**src/rtl/io_bridge_pkg.sv**
```systemverilog
// io_bridge_pkg -- shared constants for the CPU <-> external I/O bridge.
//   * Default memory-mapped addresses for the input pop, output push and
//     status registers.
//   * Bit positions of the status word returned when the build defines
//     IO_BRIDGE_STATUS_EN.
//   * Helper that squeezes a FIFO count into the 4-bit status field.
package io_bridge_pkg;

    localparam logic [15:0] DEF_IN_ADDR   = 16'hFFF0;
    localparam logic [15:0] DEF_OUT_ADDR  = 16'hFFF1;
    localparam logic [15:0] DEF_STAT_ADDR = 16'hFFF2;

    // Status word layout: {8'b0, out_count[3:0], in_full, in_empty, out_full, out_empty}
    localparam int STAT_OUT_EMPTY_BIT = 0;
    localparam int STAT_OUT_FULL_BIT  = 1;
    localparam int STAT_IN_EMPTY_BIT  = 2;
    localparam int STAT_IN_FULL_BIT   = 3;
    localparam int STAT_COUNT_LSB     = 4;
    localparam int STAT_COUNT_W       = 4;

    // A DEPTH=16 FIFO can hold 16 words, which does not fit in four bits;
    // saturate at 15 so a full FIFO never reads back as empty.
    function automatic logic [STAT_COUNT_W-1:0] count_nibble(input logic [7:0] cnt);
        logic [STAT_COUNT_W-1:0] res;
        res = (cnt > 8'd15) ? 4'hF : cnt[3:0];
        return res;
    endfunction

endpackage

```
**src/rtl/io_fifo.sv**
```systemverilog
// io_fifo -- small synchronous FIFO with a combinational head output.
// Ports:
//   clock        rising-edge clock
//   rst          asynchronous active-low reset (clears pointers and count)
//   push, wdata  write request / data; ignored when full
//   pop          read request; ignored when empty
//   head         word at the read pointer (valid only when !empty)
//   full, empty  derived from the registered count
//   count        occupancy, 0..DEPTH
// Storage is not reset; only the bookkeeping is.
module io_fifo #(
    parameter int DEPTH = 4,
    parameter int WIDTH = 16
) (
    input  logic                     clock,
    input  logic                     rst,
    input  logic                     push,
    input  logic                     pop,
    input  logic [WIDTH-1:0]         wdata,
    output logic [WIDTH-1:0]         head,
    output logic                     full,
    output logic                     empty,
    output logic [$clog2(DEPTH):0]   count
);

    localparam int PW = $clog2(DEPTH);
    localparam logic [PW-1:0] PTR_ONE  = PW'(1);
    localparam logic [PW:0]   CNT_ONE  = (PW+1)'(1);
    localparam logic [PW:0]   CNT_FULL = (PW+1)'(DEPTH);

    logic [WIDTH-1:0] mem_reg [DEPTH];
    logic [PW-1:0]    wr_ptr_reg, wr_ptr_next;
    logic [PW-1:0]    rd_ptr_reg, rd_ptr_next;
    logic [PW:0]      count_reg,  count_next;
    logic             push_en, pop_en;

    assign full    = (count_reg == CNT_FULL);
    assign empty   = (count_reg == '0);
    assign count   = count_reg;
    assign head    = mem_reg[rd_ptr_reg];
    assign push_en = push && !full;
    assign pop_en  = pop && !empty;

    // DEPTH is a power of two, so plain pointer overflow is the modulo wrap.
    always_comb begin
        wr_ptr_next = wr_ptr_reg;
        rd_ptr_next = rd_ptr_reg;
        count_next  = count_reg;
        if (push_en) wr_ptr_next = wr_ptr_reg + PTR_ONE;
        if (pop_en)  rd_ptr_next = rd_ptr_reg + PTR_ONE;
        case ({push_en, pop_en})
            2'b10:   count_next = count_reg + CNT_ONE;
            2'b01:   count_next = count_reg - CNT_ONE;
            default: count_next = count_reg;
        endcase
    end

    always_ff @(posedge clock or negedge rst) begin
        if (!rst) begin
            wr_ptr_reg <= '0;
            rd_ptr_reg <= '0;
            count_reg  <= '0;
        end else begin
            wr_ptr_reg <= wr_ptr_next;
            rd_ptr_reg <= rd_ptr_next;
            count_reg  <= count_next;
        end
    end

    always_ff @(posedge clock) begin
        if (push_en) mem_reg[wr_ptr_reg] <= wdata;
    end

endmodule

```
**src/rtl/io_bridge.sv**
```systemverilog
// io_bridge -- memory-mapped bridge between a CPU memory stage and a pair of
// external streaming ports (valid/ready), buffered by two io_fifo instances.
// Ports:
//   clock, rst                 clock / asynchronous active-low reset
//   addr, wdata                memory-stage address and store data
//   memread, memwrite          load / store strobes (both high = store)
//   rdata                      load data back to the memory stage
//   io_stall                   pipeline stall request
//   in_data, in_valid, in_ready     external input stream
//   out_data, out_valid, out_ready  external output stream
// Loads from IN_ADDR pop the input FIFO, stores to OUT_ADDR push the output
// FIFO. Stall decisions use the registered counts only (no same-cycle bypass).
// Optional: define IO_BRIDGE_STATUS_EN to map a status word at STAT_ADDR.
module io_bridge
    import io_bridge_pkg::*;
#(
    parameter int          DEPTH     = 4,
    parameter logic [15:0] IN_ADDR   = DEF_IN_ADDR,
    parameter logic [15:0] OUT_ADDR  = DEF_OUT_ADDR,
    parameter logic [15:0] STAT_ADDR = DEF_STAT_ADDR
) (
    input  logic        clock,
    input  logic        rst,
    input  logic [15:0] addr,
    input  logic [15:0] wdata,
    input  logic        memread,
    input  logic        memwrite,
    output logic [15:0] rdata,
    output logic        io_stall,
    input  logic [15:0] in_data,
    input  logic        in_valid,
    output logic        in_ready,
    output logic [15:0] out_data,
    output logic        out_valid,
    input  logic        out_ready
);

    localparam int CW = $clog2(DEPTH) + 1;

    logic [15:0]   in_head, out_head;
    logic          in_full, in_empty, out_full, out_empty;
    logic [CW-1:0] in_count, out_count;
    logic          in_push, in_pop, out_push, out_pop;
    logic          store_out, load_in;

    // CPU decodes are gated by reset so nothing stalls or reads while rst is low.
    // A combined read+write strobe is a store, so loads require !memwrite.
    assign store_out = rst && memwrite && (addr == OUT_ADDR);
    assign load_in   = rst && memread && !memwrite && (addr == IN_ADDR);

    assign in_ready  = !in_full;
    assign in_push   = in_valid && !in_full;
    assign in_pop    = load_in && !in_empty;

    assign out_valid = !out_empty;
    // Storage survives reset, so mask stale head data while empty.
    assign out_data  = out_empty ? 16'h0000 : out_head;
    assign out_push  = store_out && !out_full;
    assign out_pop   = out_valid && out_ready;

    assign io_stall  = (load_in && in_empty) || (store_out && out_full);

`ifdef IO_BRIDGE_STATUS_EN
    logic        load_stat;
    logic [15:0] status_word;
    logic        count_unused;

    assign load_stat    = rst && memread && !memwrite && (addr == STAT_ADDR);
    assign count_unused = ^in_count;

    always_comb begin
        status_word = 16'h0000;
        status_word[STAT_COUNT_LSB +: STAT_COUNT_W] = count_nibble(8'(out_count));
        status_word[STAT_IN_FULL_BIT]   = in_full;
        status_word[STAT_IN_EMPTY_BIT]  = in_empty;
        status_word[STAT_OUT_FULL_BIT]  = out_full;
        status_word[STAT_OUT_EMPTY_BIT] = out_empty;
    end

    always_comb begin
        rdata = 16'h0000;
        if (in_pop)         rdata = in_head;
        else if (load_stat) rdata = status_word;
    end
`else
    logic count_unused;

    assign count_unused = ^{in_count, out_count};

    always_comb begin
        rdata = 16'h0000;
        if (in_pop) rdata = in_head;
    end
`endif

    io_fifo #(.DEPTH(DEPTH), .WIDTH(16)) u_in_fifo (
        .clock (clock),
        .rst   (rst),
        .push  (in_push),
        .pop   (in_pop),
        .wdata (in_data),
        .head  (in_head),
        .full  (in_full),
        .empty (in_empty),
        .count (in_count)
    );

    io_fifo #(.DEPTH(DEPTH), .WIDTH(16)) u_out_fifo (
        .clock (clock),
        .rst   (rst),
        .push  (out_push),
        .pop   (out_pop),
        .wdata (wdata),
        .head  (out_head),
        .full  (out_full),
        .empty (out_empty),
        .count (out_count)
    );

endmodule
```
**config.mk**
```make
export PLATFORM = sky130hd
export DESIGN_NAME = io_bridge
export DESIGN_NICKNAME = d
export VERILOG_FILES = /design/src/rtl/io_bridge_pkg.sv /design/src/rtl/io_fifo.sv /design/src/rtl/io_bridge.sv
export SDC_FILE = /design/constraint.sdc
export NUM_CORES = 1
export LEC_CHECK = 0
export BUFFER_PORTS_ARGS = -buffer_cell sky130_fd_sc_hd__buf_4
export CAP_MARGIN = 20
export CORE_MARGIN = 3
export CORE_UTILIZATION = 47
export CTS_CLUSTER_DIAMETER = 200
export CTS_CLUSTER_SIZE = 25
export DETAILED_ROUTE_END_ITERATION = 6
export PLACE_DENSITY = 0.68
export SKIP_CTS_REPAIR_TIMING = 1
export SYNTH_ARGS = -nofsm -noshare
export SYNTH_HDL_FRONTEND = slang
export SYNTH_SLANG_ARGS = --single-unit
```
**constraint.sdc**
```tcl
create_clock -name clock -period 4 [get_ports clock]
set_clock_uncertainty 0.2 [all_clocks]
set_input_delay 0.8 -clock clock [delete_from_list [all_inputs] [get_ports clock]]
set_output_delay 0.8 -clock clock [all_outputs]
set_load 0.01 [all_outputs]
```
==> flow_summary.json <==
{
  "synth_compound_area_frac": 0.00239,
  "drt_wl_total_microns": 10100,
  "final_max_slew_viol_count": 0,
  "grt_overflow": 0,
  "vias": 2818,
  "hold_slack_ps": 36.5,
  "h-tree-depth": 4,
  "fillerInstances": 878,
  "synth_cells": 290,
  "cp.required_ps": 3000,
  "rows": 39,
  "synth_fa_ha_area_frac": 0.0287,
  "rsz0062_at_grt": "false",
  "synth_edf_count": 128,
  "synth.distinct_cells": 34,
  "crit_path_start_kind": "input port",
  "worst_slew_pin_slew_ps": 917,
  "ys_warn_count": 0,
  "ant_nets": 0,
  "power_density_nw_per_um2": 598,
  "synth_top_family_by_area": "multiplexers",
  "nNetsFinal": 455,
  "final.min_clock_period_ps": 3440,
  "synthMuxAreaShare": 0.132,
  "antennaDiodeCount": 0,
  "worstPathCellList": "buf_4 > nand4_1 > or4_4 > nand3b_4 > and2b_1 > buf_4",
  "synth_nets": 356,
  "critical-path-max-stage-delay_ps": 560,
  "clkLatencyLatePin_ps": 410,
  "track_usage": 0.163,
  "drt_first_pass_iters": 4,
  "cts_buffer_depth": 2,
  "synth_area_leader_cell": "edfxtp_1",
  "async_flop_share": 0.0986,
  "peakVddDrop_v": 0.000387,
  "routabilityCongestion": 0.694,
  "critPathTopFamily": "simple AND/OR/NAND/NOR gates",
  "crit_buf_inv": 2,
  "end_kind": "output port",
  "dpl_cell_area_sq_um": 6570,
  "dieArea_sq_um": 13600,
  "root_buffer": "clkbuf_16",
  "coreArea_sq_um": 11700,
  "grt_pass1_vias": 3078,
  "hold_path_class": "in -> async",
  "hold_viol": 0,
  "design_area_sq_um": 7080,
  "die_w_microns": 117,
  "cpMostUsedCell": "buf_4",
  "relSlewSlack": 0.389,
  "cts_sinks": 142,
  "drc": 0,
  "io_pins": 89,
  "dpl.hpwl_microns": 6530,
  "crit_fanout": 18,
  "max_freq_ghz": 0.291,
  "initial_core_util": 0.491,
  "port_buffers": 88,
  "grt_max_degree": 19,
  "synth_area_leaders": "edfxtp_1 67%, mux4_2 13%, dfrtp_1 6.1%",
  "postSynthAreaPerCell_sq_um": 19.8,
  "crit_path_top_delay_cell": "or4_4",
  "tns_ps": 0,
  "grt_pass1_wl_microns": 16100,
  "yosysTopAreaCellShare": 0.668,
  "status": "complete, no violations",
  "syn2layout_area_growth_pct": 23.1,
  "maxCapViolCount": 0,
  "cts_buffers": 17,
  "clkTransAtPathRegs_ps": 60,
  "tritoncts": "yes",
  "synth_area_sq_um": 5750,
  "critPathKind": "in -> out",
  "p_leak_nw": 2.60,
  "die_h_microns": 117,
  "synth_xor_area_frac": 0.0183,
  "ys_ff_latch": 142,
  "routed_via_density": 5.18,
  "drive_gt1_frac": 0.392,
  "ys.flop_type": "edfxtp_1",
  "power_w": 0.00423,
  "wire_per_inst_microns": 18.5,
  "setup_violations": 0,
  "synth_simple_gate_area_frac": 0.0729,
  "timing.final.crit_share": 0.859,
  "antenna_found_initial": 0,
  "ys_top_cells_by_count": "128 x edfxtp_1, 32 x mux4_2, 18 x and2_1",
  "drt_iter0_markers": 164,
  "yosysMostFrequentCell": "edfxtp_1",
  "yosysSeqAreaShare": 0.729,
  "cp.arrival_ps": 2440
}
## logic make-up after synthesis
family	after synthesis
flip-flops	142
AND/OR/NAND/NOR	63
multiplexers	35
buffers and inverters	24
XOR/XNOR	12
adder cells (fa/ha/maj)	12
AO/OA/AOI/OAI	2
## per-stage QoR
step                utilization  setup WS (ps)  cells
floorplan                     -            807    290
global placement          0.561            561    513
detailed placement        0.561            475    513
CTS                       0.605            527    544
global route              0.605            430    544
finish                    0.605            563    544
## area by class of cell
type	instances	area [sq um]	share of cell area
Clock buffer	22	444	0.0627
Clock inverter	9	71.3	0.0101
Inverter	13	48.8	0.00689
Multi-Input combinational cell	124	1460	0.206
Sequential cell	142	4190	0.592
Tap cell	143	179	0.0253
Timing Repair Buffer	91	683	0.0965
## report_power, final
| part | switching [W] | total (W) | internal [W] | leakage, nW |
|---|---|---|---|---|
| sequential | 0.000113 | 0.00193 | 0.00182 | 1.33 |
| combinational | 0.000425 | 0.000921 | 0.000495 | 1.01 |
| clock | 0.000537 | 0.00138 | 0.000840 | 0.255 |
| total | 0.00108 | 0.00423 | 0.00316 | 2.60 |
## cell usage in the layout (no fill, tap or decap), types with 5 or more instances in the layout
cell	count
and2_1	18
and3_1	5
buf_4	91
clkbuf_1	5
clkbuf_16	17
clkinv_2	6
dfrtp_1	14
edfxtp_1	128
ha_1	10
inv_1	13
mux4_2	32
nor2b_1	13
xnor2_1	6
xor2_1	6
## final timing paths
path,cells after the start,end,from,slack (ps)
setup reg to reg,8,u_out_fifo.count[2],u_out_fifo.count[2],1450
max in group asynchronous,1,u_in_fifo.rd_ptr_reg[0],rst,3380
hold / removal,1,u_out_fifo.count[2],rst,40
min in group clock,1,u_out_fifo.count[2],u_out_fifo.count[2],300
setup / recovery,6,rdata[1],rst,560
hold reg to reg,1,u_out_fifo.count[2],u_out_fifo.count[2],300
## metal layers
layer	part of all wire	vias to the layer above	track usage
met1	0.44	1404	0.216
met4	0.014	0	0.0619
li1	-	1323	-
met5	0	-	0
met2	0.49	78	0.258
met3	0.052	13	0.0492
## worst reg2reg max path, stage by stage, from the launching register on
cell and delay, ps:
dfrtp_1 400, or3_1 650, and2_1 330, ha_1 240, inv_1 80, fa_1 180, xor2_1 150, nor2_1 70
xor2_1 140
(Power assumes the default switching activity.)
